==> config.mk <==
export PLATFORM = sky130hd
export DESIGN_NAME = mdc_input_feeder_flat
export DESIGN_NICKNAME = d
export VERILOG_FILES = /design/src/rtl/mdc_input_feeder_pkg.sv /design/src/rtl/mdc_input_feeder_if.sv /design/src/rtl/mdc_input_feeder_delay_ram.sv /design/src/rtl/mdc_input_feeder.sv /design/src/flat_wrapper.sv
export SDC_FILE = /design/constraint.sdc
export NUM_CORES = 1
export LEC_CHECK = 0
export CAP_MARGIN = 20
export CORE_UTILIZATION = 64
export DETAILED_ROUTE_END_ITERATION = 8
export GPL_TIMING_DRIVEN = 0
export PLACE_DENSITY = 0.82
export SLEW_MARGIN = 10
export SYNTH_ARGS = -nofsm -noshare
export SYNTH_HDL_FRONTEND = slang
export SYNTH_SLANG_ARGS = --single-unit
==> constraint.sdc <==
create_clock -name clk -period 7.2 [get_ports clk]
set_input_delay 0.72 -clock clk [delete_from_list [all_inputs] [get_ports clk]]
set_output_delay 0.72 -clock clk [all_outputs]
set_load 0.03 [all_outputs]
==> src/rtl/mdc_input_feeder_pkg.sv <==
// ---------------------------------------------------------------------------
// mdc_input_feeder_pkg
// Shared constants and types for the 32-point radix-2 MDC FFT front end.
//   DW   : sample component width (two's complement)
//   N    : frame length in samples
//   HALF : N/2, depth of the input delay buffer
//   CW   : sample counter width (log2 N)
//   AW   : delay buffer address width (log2 HALF)
//   cplx_t : complex sample {re, im}, shared with the output reorder buffer
// ---------------------------------------------------------------------------
package mdc_input_feeder_pkg;

    localparam int DW   = 9;
    localparam int N    = 32;
    localparam int HALF = N / 2;
    localparam int CW   = $clog2(N);
    localparam int AW   = $clog2(HALF);

    typedef struct packed {
        logic [DW-1:0] re;
        logic [DW-1:0] im;
    } cplx_t;

    // Arithmetic shift right by one: sign-extended and truncated, so -3 -> -2.
    function automatic logic [DW-1:0] prescale(input logic [DW-1:0] x);
        return {x[DW-1], x[DW-1:1]};
    endfunction

endpackage

==> src/rtl/mdc_input_feeder_if.sv <==
// ---------------------------------------------------------------------------
// mdc_input_feeder_if
// Handshake bundle of the MDC input feeder.
//   Input side : in_valid, in_ready, in_sof, in_re, in_im
//   Output side: out_valid, out_ready, outUp_re/outUp_im (x[k]),
//                outL_re/outL_im (x[k+16]), out_idx (k), frame_err
// Modports:
//   slave  : the feeder itself
//   master : the source/sink environment driving the feeder
// ---------------------------------------------------------------------------
interface mdc_input_feeder_if;
    import mdc_input_feeder_pkg::*;

    logic          in_valid;
    logic          in_ready;
    logic          in_sof;
    logic [DW-1:0] in_re;
    logic [DW-1:0] in_im;
    logic          out_valid;
    logic          out_ready;
    logic [DW-1:0] outUp_re;
    logic [DW-1:0] outUp_im;
    logic [DW-1:0] outL_re;
    logic [DW-1:0] outL_im;
    logic [AW-1:0] out_idx;
    logic          frame_err;

    modport slave (
        input  in_valid, in_sof, in_re, in_im, out_ready,
        output in_ready, out_valid, outUp_re, outUp_im, outL_re, outL_im,
               out_idx, frame_err
    );

    modport master (
        output in_valid, in_sof, in_re, in_im, out_ready,
        input  in_ready, out_valid, outUp_re, outUp_im, outL_re, outL_im,
               out_idx, frame_err
    );

endinterface

==> src/rtl/mdc_input_feeder_delay_ram.sv <==
// ---------------------------------------------------------------------------
// feeder_delay_ram
// HALF-deep register file holding the first half of a frame.
// Ports:
//   clk   : write clock
//   we    : write enable
//   waddr : write address
//   wdata : write data (packed complex sample)
//   raddr : read address
//   rdata : asynchronous read data
// No reset: contents are only meaningful after being written in the
// current frame.
// ---------------------------------------------------------------------------
module feeder_delay_ram #(
    parameter int DEPTH = 16,
    parameter int AW    = 4,
    parameter int W     = 18
) (
    input  logic          clk,
    input  logic          we,
    input  logic [AW-1:0] waddr,
    input  logic [W-1:0]  wdata,
    input  logic [AW-1:0] raddr,
    output logic [W-1:0]  rdata
);

    logic [W-1:0] mem [DEPTH];

    // Synchronous write port.
    always_ff @(posedge clk) begin
        if (we) begin
            mem[waddr] <= wdata;
        end
    end

    assign rdata = mem[raddr];

endmodule

==> src/rtl/mdc_input_feeder.sv <==
// ---------------------------------------------------------------------------
// mdc_input_feeder
// Splits one natural-order complex sample stream into the dual-path pairs
// (x[k], x[k+16]) consumed by the first MDC butterfly stage.
// Ports:
//   clk : rising-edge clock
//   rst : asynchronous active-high reset
//   bus : mdc_input_feeder_if.slave (input handshake + sample, output
//         handshake + pair, pair index, frame_err pulse)
// Build option:
//   FEEDER_PRESCALE_EN : when defined, each input component is shifted
//                        right arithmetically by one before storage/output.
// ---------------------------------------------------------------------------
module mdc_input_feeder
    import mdc_input_feeder_pkg::*;
(
    input  logic                  clk,
    input  logic                  rst,
    mdc_input_feeder_if.slave     bus
);

    localparam logic [CW-1:0] CNT_ONE = {{(CW-1){1'b0}}, 1'b1};

    logic [CW-1:0] cnt;
    logic [CW-1:0] cnt_next;
    logic          first_half;
    logic          accept;
    logic          load;
    logic          wr_en;
    logic [AW-1:0] wr_addr;
    logic          err_next;
    cplx_t         in_smp;
    cplx_t         rd_smp;

    logic          pair_valid;
    cplx_t         up_smp;
    cplx_t         low_smp;
    logic [AW-1:0] pair_idx;
    logic          err_pulse;

    // Counter MSB clear means we are still filling the first half.
    assign first_half   = ~cnt[CW-1];
    // Only the second half can be back-pressured by a held output pair.
    assign bus.in_ready = first_half | ~pair_valid | bus.out_ready;

    // Optional one-bit headroom prescale on the incoming sample.
    always_comb begin
`ifdef FEEDER_PRESCALE_EN
        in_smp.re = prescale(bus.in_re);
        in_smp.im = prescale(bus.in_im);
`else
        in_smp.re = bus.in_re;
        in_smp.im = bus.in_im;
`endif
    end

    // Accept decode: buffer write, output load, counter advance, resync error.
    always_comb begin
        accept   = bus.in_valid & bus.in_ready;
        wr_en    = 1'b0;
        wr_addr  = cnt[AW-1:0];
        load     = 1'b0;
        cnt_next = cnt;
        err_next = 1'b0;
        if (accept) begin
            if (bus.in_sof) begin
                // Resync: this sample is index 0 whatever the counter said.
                wr_en    = 1'b1;
                wr_addr  = {AW{1'b0}};
                cnt_next = CNT_ONE;
                err_next = (cnt != {CW{1'b0}});
            end else if (first_half) begin
                wr_en    = 1'b1;
                cnt_next = cnt + CNT_ONE;
            end else begin
                load     = 1'b1;
                cnt_next = cnt + CNT_ONE;
            end
        end else begin
            cnt_next = cnt;
        end
    end

    // Entry j written at cnt=j is read at cnt=16+j of the same frame.
    feeder_delay_ram #(
        .DEPTH (HALF),
        .AW    (AW),
        .W     (2 * DW)
    ) u_ram (
        .clk   (clk),
        .we    (wr_en),
        .waddr (wr_addr),
        .wdata (in_smp),
        .raddr (cnt[AW-1:0]),
        .rdata (rd_smp)
    );

    // Counter, output pair register and resync pulse.
    always_ff @(posedge clk or posedge rst) begin
        if (rst) begin
            cnt        <= {CW{1'b0}};
            pair_valid <= 1'b0;
            up_smp     <= '0;
            low_smp    <= '0;
            pair_idx   <= {AW{1'b0}};
            err_pulse  <= 1'b0;
        end else begin
            cnt       <= cnt_next;
            err_pulse <= err_next;
            if (load) begin
                // A new load wins over a simultaneous drain.
                pair_valid <= 1'b1;
                up_smp     <= rd_smp;
                low_smp    <= in_smp;
                pair_idx   <= cnt[AW-1:0];
            end else if (pair_valid && bus.out_ready) begin
                pair_valid <= 1'b0;
            end
        end
    end

    assign bus.out_valid = pair_valid;
    assign bus.outUp_re  = up_smp.re;
    assign bus.outUp_im  = up_smp.im;
    assign bus.outL_re   = low_smp.re;
    assign bus.outL_im   = low_smp.im;
    assign bus.out_idx   = pair_idx;
    assign bus.frame_err = err_pulse;

endmodule

==> src/flat_wrapper.sv <==
// flat-port wrapper written by rule: the top's interface ports become plain ports
module mdc_input_feeder_flat import mdc_input_feeder_pkg::*;
  (clk, rst, bus_in_valid, bus_in_sof, bus_in_re, bus_in_im, bus_out_ready, bus_in_ready, bus_out_valid, bus_outUp_re, bus_outUp_im, bus_outL_re, bus_outL_im, bus_out_idx, bus_frame_err);
  mdc_input_feeder_if bus_i ();
  input  logic clk;
  input  logic rst;
  input wire logic [$bits(bus_i.in_valid)-1:0] bus_in_valid;
  input wire logic [$bits(bus_i.in_sof)-1:0] bus_in_sof;
  input wire logic [$bits(bus_i.in_re)-1:0] bus_in_re;
  input wire logic [$bits(bus_i.in_im)-1:0] bus_in_im;
  input wire logic [$bits(bus_i.out_ready)-1:0] bus_out_ready;
  output wire logic [$bits(bus_i.in_ready)-1:0] bus_in_ready;
  output wire logic [$bits(bus_i.out_valid)-1:0] bus_out_valid;
  output wire logic [$bits(bus_i.outUp_re)-1:0] bus_outUp_re;
  output wire logic [$bits(bus_i.outUp_im)-1:0] bus_outUp_im;
  output wire logic [$bits(bus_i.outL_re)-1:0] bus_outL_re;
  output wire logic [$bits(bus_i.outL_im)-1:0] bus_outL_im;
  output wire logic [$bits(bus_i.out_idx)-1:0] bus_out_idx;
  output wire logic [$bits(bus_i.frame_err)-1:0] bus_frame_err;
  assign bus_i.in_valid = bus_in_valid;
  assign bus_i.in_sof = bus_in_sof;
  assign bus_i.in_re = bus_in_re;
  assign bus_i.in_im = bus_in_im;
  assign bus_i.out_ready = bus_out_ready;
  assign bus_in_ready = bus_i.in_ready;
  assign bus_out_valid = bus_i.out_valid;
  assign bus_outUp_re = bus_i.outUp_re;
  assign bus_outUp_im = bus_i.outUp_im;
  assign bus_outL_re = bus_i.outL_re;
  assign bus_outL_im = bus_i.outL_im;
  assign bus_out_idx = bus_i.out_idx;
  assign bus_frame_err = bus_i.frame_err;
  mdc_input_feeder u_core (.clk(clk), .rst(rst), .bus(bus_i));
endmodule
# Word level (Yosys, flattened, before mapping)
# Memories as Yosys holds them, arrays and structs flattened. A register that Yosys moved wholly into a read port is not among the register bits.
# Cells that the tools add are included.
[totals]
reg_bits = 29
elab_cells = 31
ram_bits = 288
memories = 1
input_bits = 23
output_inout_bits = 43
[memory_table]
columns = ["memory", "words", "word_bits", "rd", "rd_ports_with_merged_regs", "wr", "line", "text"]
rows = [
  ["u_core.u_ram.mem", 16, 18, 1, 1, 1, "mdc_input_feeder_delay_ram.sv:27", "logic [W-1:0] mem [DEPTH];"],
]
[op_classes]
addsub = 1
reduce_logical = 3
bitwise_logic = 5
muxes = 15
[op_table]
columns = ["cell", "count"]
rows = [
  ["two-way mux 1 bit", 12],
  ["two-way mux 4 bit", 2],
  ["adder 5 x 1 -> 5 bit (second input constant)", 1],
  ["two-way mux 5 bit", 1],
  ["nonzero test 5 bit", 1],
  ["inverter 1 bit", 2],
  ["OR 1 bit", 2],
  ["nonzero test 2 bit", 1],
  ["bitwise AND 1 bit", 1],
  ["logical AND 1 bit", 1],
]

# Longest topological paths before layout
# Gate-level depths: netlist (run 1).
[depth]
depth_word = 7
mapped_depth = 8

# Hierarchy
# From an unflattened synthesis (run 1), not the netlist that was laid out.
[hier_totals]
hier_cells = 593
area_unflattened_um2 = 13026.2
[modules_own_cells]
columns = ["module", "n_inst", "area_each_um2", "seq_area_each_um2", "cells_each"]
rows = [
  ["feeder_delay_ram", 1, 10963.0, 8648.3, 464],
  ["mdc_input_feeder", 1, 2063.2, 1176.1, 129],
]

# Worst setup path after synthesis (run 1)
# Ideal clock, no wire load.
[synth_timing]
kind = "in2reg"
start = "input bus_out_ready"
end = "memory u_core.u_ram.mem[3][0], enable pin"
setup_ps = 420
n_path_buf = 0
arrival_time_ps = 2972
cell_stages = 4
path_slack_ps = 3809
cell_sequence = "nand3b_1 -> nand3_1 -> nand3_1 -> nor3b_1"
[synth_between]
elab_chain_cells = 5
[synth_rtl]
columns = ["item", "line", "text"]
rows = [
  ["from (decl)", "flat_wrapper.sv:11", "input wire logic [$bits(bus_i.out_ready)-1:0] bus_out_ready;"],
  ["OR 1 bit *", "mdc_input_feeder.sv:44", "assign bus.in_ready = first_half | ~pair_valid | bus.out_ready;"],
  ["bitwise AND 1 bit *", "mdc_input_feeder.sv:59", "accept = bus.in_valid & bus.in_ready;"],
  ["two-way mux 1 bit", "mdc_input_feeder.sv:65", "if (accept) begin"],
  ["two-way mux 1 bit", "mdc_input_feeder_delay_ram.sv:31", "if (we) begin"],
  ["two-way mux 1 bit (not written as such)", "mdc_input_feeder_delay_ram.sv:32", "mem[waddr] <= wdata;"],
  ["to (decl)", "mdc_input_feeder_delay_ram.sv:27", ""],
]
# Mark *: on every way between the ends. The rest lies on a longest branch, timed or not.

# Worst setup path in the final report (run 1)
[layout_timing]
start = "register u_core.cnt[0]"
end = "memory u_core.u_ram.mem[3][11], enable pin"
[layout_between]
elab_chain_cells = 2
[layout_rtl]
columns = ["item", "line", "text"]
rows = [
  ["from (decl)", "mdc_input_feeder.sv:24", "logic [CW-1:0] cnt;"],
  ["from (signal assigned)", "mdc_input_feeder.sv:101", "cnt <= {CW{1'b0}};"],
  ["from (signal assigned)", "mdc_input_feeder.sv:108", "cnt <= cnt_next;"],
  ["two-way mux 4 bit", "mdc_input_feeder.sv:66", "if (bus.in_sof) begin"],
  ["two-way mux 4 bit *", "mdc_input_feeder.sv:65", ""],
]
# Marked as above.

==> results.ini, run 1 <==
[outcome]
outcome = finished clean

[logic_synthesis]
synth-edff-count = 288
synth_area_leaders = edfxtp_1 (67%), mux4_2 (13%), dfrtp_1 (9.1%)
syn_nets = 660
yosys_warnings = 0
synth_area_mm2 = 0.0129
yosysTopAreaCellShare_pct = 67.1
ys_types = 32
synthFlopType = edfxtp_1
synth_common_cells = edfxtp_1 (288), mux4_2 (72), dfrtp_1 (47)
postSynth.asyncResetShare_pct = 14.0
syn_inst = 635
avgSynthCellArea_um2 = 20.3
ys_seq_area_share_pct = 76.2
ys_ff_latch = 335
yosysTopAreaCell = edfxtp_1
yosysMostFrequentCell = edfxtp_1

[timing]
finalSetupViolations = 0
rsz0062_at_grt = no
clock_skew_ns = 0.0171
finalHoldViolCount = 0
slew_violations = 0
clock.fmax_mhz = 302
finalSetupTns_ns = 0
setup_slack_ns = 3.89
fin_crit_ns = 3.31
relSlewSlack_pct = 46.8
worstMarginPinSlew_ns = 0.799
fin_crit_sh_pct = 46.0

[flow_run]
max_cap_violations = 0

[floorplan]
start_util_pct = 65.8
rows = 51
io_pins = 66
die_w_um = 144
die_y_um = 144
dieArea_mm2 = 0.0207
core_mm2 = 0.0196

[place]
placed_cell_area_mm2 = 0.0142
numPortBuffers = 64
dp_slack_ns = 3.98
placed_cells_incl_taps = 982
gp_congestion = 0.873
post-dp-hpwl_mm = 18.8

[clock_tree]
cts_tree = built
clk_latency_ns = 0.57
htree_levels = 1
cts_buffer_depth = 3
cts.sinks = 335
clockRootBuffer = clkbuf_16
post_cts_resize_count = 0
numCtsBuffers = 31
path_clk_slew_ns = 0.07
cts_setup_buffers = 0
postCtsHoldBufs = 0

[power_and_ir_drop]
p_int_mw = 3.41
switching_power_mw = 1.08
pwr-share-clk_pct = 37.4
p_sw_share_pct = 24.1
p_per_area_mw_per_mm2 = 294
total_power_mw = 4.49
seq_power_share_pct = 48.7
power_frac_comb_pct = 13.9
power_leakage_nw = 5.24
max-vdd-ir-drop_uv = 224

[grt]
grt_pass1_wl_mm = 45.1
grt_antenna_before_repair = 0
grt_use_total_pct = 31.4
overflow = 0
grt_max_degree = 35
grt_pass1_vias = 7286

[setup_path]
critical_path.endpoint = u_core.u_ram.mem[3][11]
r2r.worst_path.cells = 7
worstSetupPathType = reg2reg
start_kind = register
critical_path_peak_fanout = 10
crit_start = u_core.cnt[0]
arrival_ns = 3.58
timing.rr.end = u_core.u_ram.mem[3][11]
rr_startpoint = u_core.cnt[0]
reg2reg_slack_ns = 3.89
crit_required_ns = 7.47
setup.worst_path.end_class = register

[cells_and_area]
drive_above_1_share_pct = 25.0
fill_cells = 954
area_delta_synth_final_pct = 18.4
final_nets = 775
instances_no_fill = 1040
fin_area_mm2 = 0.0153
diodes = 0

[drt]
first_pass_iters = 7
wirelength_mm = 30.7
vias = 7112
post_drt_wl_per_cell_um = 29.5
antenna_left = 0
dr.first_iter.drc_count = 1023
post_drt_via_cell_ratio = 6.84
drc = 0

[min_path]
hold_class = in2async

## sequential cells by signal, summed over array words and instances, names as in the netlist
signal                cells
u_core.bus.frame_err      1
u_core.bus.outL_im        9
u_core.bus.outL_re        9
u_core.bus.outUp_im       9
u_core.bus.outUp_re       9
u_core.bus.out_idx        4
u_core.bus.out_valid      1
u_core.cnt                5
u_core.u_ram.mem        288
## power groups by stage
stage,Combinational [mW],Clock [mW],Sequential (mW)
after floorplan,0.366,0,2.24
after global placement,0.561,0,2.22
after detailed placement,0.600,0,2.22
after CTS,0.619,1.69,2.18
after global routing,0.651,1.76,2.19
final,0.622,1.68,2.18
## worst min-delay path by stage
stage | start | to
floorplan | u_core.cnt[4] | u_core.cnt[4]
finish | rst | u_core.bus.outL_im[4]
global placement | u_core.bus.out_idx[3] | u_core.bus.out_idx[3]
detailed placement | u_core.bus.out_idx[1] | u_core.bus.out_idx[1]
global route | rst | u_core.bus.outL_im[4]
CTS | rst | u_core.bus.outL_im[4]
## layer usage
layer	vias to the layer above	wire length, um	global-route usage (%)
met5	-	0	0
met4	0	1590	16.3
met3	122	2760	5.36
met2	526	15300	50.8
met1	3647	11000	41.8
li1	2817	-	-
## through the flow
| stage | hold slack [ns] | utilization [%] |
|---|---|---|
| detailed placement | 0.471 | 72.5 |
| global placement | 0.463 | 70.8 |
| CTS | 0.425 | 77.9 |
| finish | 0.425 | 77.9 |
| floorplan | 0.527 | - |
| global route | 0.450 | 77.9 |
## cell usage in the layout, fill, tap and decap left out, types with 7 or more instances in the layout
| cell type | n |
|---|---|
| edfxtp_1 | 288 |
| a31oi_1 | 19 |
| a211o_1 | 17 |
| mux4_2 | 72 |
| mux2_2 | 21 |
| nor2_2 | 15 |
| clkbuf_16 | 31 |
| clkbuf_1 | 26 |
| and2_1 | 14 |
| buf_8 | 12 |
| clkdlybuf4s50_1 | 64 |
| a22o_1 | 17 |
| nand2_1 | 42 |
| nand3_1 | 9 |
| dfrtp_1 | 47 |
| buf_6 | 7 |
| o21ai_0 | 8 |
| buf_2 | 9 |
## worst max-delay path: stages, from the launching register on
cell	delay (ns)
dfrtp_1	0.38
buf_6	0.21
buf_2	0.37
clkbuf_1	0.56
nand3_1	0.39
nor3b_2	0.61
buf_4	0.28
buf_6	0.17
## layout make-up
cell class                      instances  area [um2]  share of cell area (%)
Sequential cell                       335        9820                    64.4
Multi-Input combinational cell        258        2880                    18.9
Timing Repair Buffer                   82         942                    6.17
Clock buffer                           42         857                    5.62
Tap cell                              265         332                    2.17
Buffer                                 38         210                    1.38
Clock inverter                         16         194                    1.27
Inverter                                4        15.0                  0.0984
## kinds of logic after synthesis
kind of cell | synth area share, %
and+or+nand+nor | 3.46
adders and majority gates | 0.194
DFF | 76.2
AOI/OAI and AO/OA | 3.78
buffers and inverters | 1.75
muxes | 14.6
No activity file was read; power rests on OpenSTA's default activity.
==> run 2: changes to the inputs <==
--- a/config.mk
+++ b/config.mk
@@ -6,10 +6,10 @@
 export NUM_CORES = 1
 export LEC_CHECK = 0
 export CAP_MARGIN = 20
-export CORE_UTILIZATION = 64
+export CORE_UTILIZATION = 59
 export DETAILED_ROUTE_END_ITERATION = 8
 export GPL_TIMING_DRIVEN = 0
-export PLACE_DENSITY = 0.82
+export PLACE_DENSITY = 0.77
 export SLEW_MARGIN = 10
 export SYNTH_ARGS = -nofsm -noshare
 export SYNTH_HDL_FRONTEND = slang
==> constraint.sdc (replaced) <==
create_clock -name clk -period 3.4 [get_ports clk]
set_input_delay 0.34 -clock clk [delete_from_list [all_inputs] [get_ports clk]]
set_output_delay 0.34 -clock clk [all_outputs]
set_load 0.03 [all_outputs]
==> results.ini, run 2 (same netlist as run 1, synthesis figures left out) <==
[floorplan]
core_mm2 = 0.0212  ; +8.3%
io_pins = 66  ; unchanged
die_w_um = 150  ; +4.1%
start_util_pct = 60.7  ; -5.1 points
dieArea_mm2 = 0.0224  ; +8.4%
die_y_um = 150  ; +4.1%
rows = 53  ; +3.9%

[setup_path]
critical_path.endpoint = u_core.u_ram.mem[3][15]
worstSetupPathType = reg2reg
reg2reg_slack_ns = 0.33  ; -3.56 ns
setup.worst_path.end_class = register
timing.rr.end = u_core.u_ram.mem[3][15]
crit_required_ns = 3.60  ; -3.87 ns
crit_start = u_core.cnt[0]
arrival_ns = 3.27  ; -0.31 ns
r2r.worst_path.cells = 6  ; -1
critical_path_peak_fanout = 10  ; unchanged
start_kind = register
rr_startpoint = u_core.cnt[0]

[cells_and_area]
final_nets = 778  ; +0.39%
final_cell_mix = edfxtp_1 (288), mux4_2 (72), clkdlybuf4s50_1 (64), dfrtp_1 (47), nand2_1 (42)
area_delta_synth_final_pct = 18.7
instances_no_fill = 1055  ; +1.4%
regMostFlops = u_core.u_ram.mem
fill_cells = 1258  ; +32%
largest_reg_flops = 288  ; unchanged
drive_above_1_share_pct = 25.5  ; +0.51 points
layout_commonest_cell = edfxtp_1

[drt]
vias = 6686  ; -6.0%
first_pass_iters = 6  ; -1
drc = 0  ; unchanged
antenna_left = 0  ; unchanged
post_drt_via_cell_ratio = 6.34  ; -7.3%
post_drt_wl_per_cell_um = 26.6  ; -9.6%
dr.first_iter.drc_count = 791  ; -23%
wirelength_mm = 28.1  ; -8.3%

[power_and_ir_drop]
p_per_area_mw_per_mm2 = 623  ; +110%
total_power_mw = 9.53  ; +110%
power_leakage_nw = 5.27  ; +0.65%
max-vdd-ir-drop_uv = 377  ; +68%

[timing]
clock_skew_ns = 0.0147  ; -0.00239 ns
fin_crit_sh_pct = 90.4  ; +44 points
timing.hold.ws_ns = 0.132  ; -0.293 ns
finalSetupViolations = 0  ; unchanged
clock.fmax_mhz = 325  ; +7.8%
setup_slack_ns = 0.326  ; -3.56 ns
finalHoldViolCount = 0  ; unchanged
relSlewSlack_pct = 52.9  ; +6.1 points
finalSetupTns_ns = 0  ; unchanged
worstMarginPinSlew_ns = 0.704  ; -0.0944 ns
rsz0062_at_grt = no
fin_crit_ns = 3.07  ; -0.239 ns
slew_violations = 0  ; unchanged

[clock_tree]
postCtsHoldBufs = 0  ; unchanged
clk_latency_ns = 0.51  ; -0.06 ns
cts_tree = built
htree_levels = 2  ; +1
path_clk_slew_ns = 0.06  ; about the same
numCtsBuffers = 35  ; +13%
cts.sinks = 335  ; unchanged
cts_buffer_depth = 3  ; unchanged
clockRootBuffer = clkbuf_16

[place]
numPortBuffers = 64  ; unchanged
post-dp-hpwl_mm = 18.3  ; -2.3%
gp_congestion = 0.812  ; -7.1%
placed_cells_incl_taps = 991  ; +0.92%
dp_slack_ns = 0.191  ; -3.78 ns

[flow_run]
max_cap_violations = 0  ; unchanged

[grt]
grt_max_degree = 34  ; -2.9%
use_met2_pct = 43.0  ; -7.8 points
grt_pass1_vias = 6911  ; -5.1%
grt_pass1_wl_mm = 42.1  ; -6.6%
use_met3_pct = 5.03  ; -0.33 points
grt_antenna_before_repair = 1  ; +1
overflow = 0  ; unchanged
met1_usage_pct = 35.9  ; -5.9 points
top_usage_layer = met2
grt_use_total_pct = 26.6  ; -4.8 points

[outcome]
outcome = finished clean

[min_path]
hold_class = in2async

## run 2: routing by layer
metal | up-vias | part of all wire, %
met5 | - | 0
met4 | 0 | 3.6
met3 | 59 | 7.7
met2 | 347 | 50
met1 | 3460 | 39
li1 | 2820 | -
## run 2: cell type report
cell class	instances	area, um2	share of cell area (%)
tap	275	344	2.25
timing repair buffer	81	893	5.84
inverter	4	15.0	0.0981
clock buffer	49	1050	6.88
buffer	38	210	1.37
clock inverter	14	70.1	0.458
multi-input combinational	258	2890	18.9
sequential	335	9820	64.2
antenna	1	2.50	0.0164
## run 2: critical path: stages, from the launching register on
cell      delay [ns]
dfrtp_1         0.37
buf_6           0.20
buf_2           0.38
clkbuf_1        0.48
nand3_1         0.37
nor3b_4         0.63
buf_4           0.33
## run 2: what timing repair did
action	in CTS	in global routing
gates resized for setup	0	1
setup buffers	0	0
endpoints found under the setup margin	0	7
## run 2: worst min path at each step
stage | start | to | slack, ns | cells after the start
floorplan | bus_in_im[0] | u_core.u_ram.mem[0][0] | 0.44 | 0
global route | rst | u_core.bus.outL_re[7] | 0.15 | 2
finish | rst | u_core.bus.outL_re[7] | 0.13 | 2
detailed placement | u_core.bus.outL_re[6] | u_core.bus.outL_re[6] | 0.49 | 1
CTS | rst | u_core.bus.outL_re[7] | 0.13 | 2
global placement | u_core.bus.out_idx[3] | u_core.bus.out_idx[3] | 0.47 | 2
## run 2: per-stage QoR
step                util, %  area (um2)
floorplan                 -       12900
global placement       65.4       13900
detailed placement     66.8       14200
CTS                    72.1       15300
global route           72.1       15300
finish                 72.1       15300
## run 2: power breakdown
part | internal [mW] | leakage [nW] | switching, mW
Clock | 2.16 | 0.554 | 1.49
Combinational | 0.549 | 1.46 | 0.705
Sequential | 4.59 | 3.25 | 0.0358
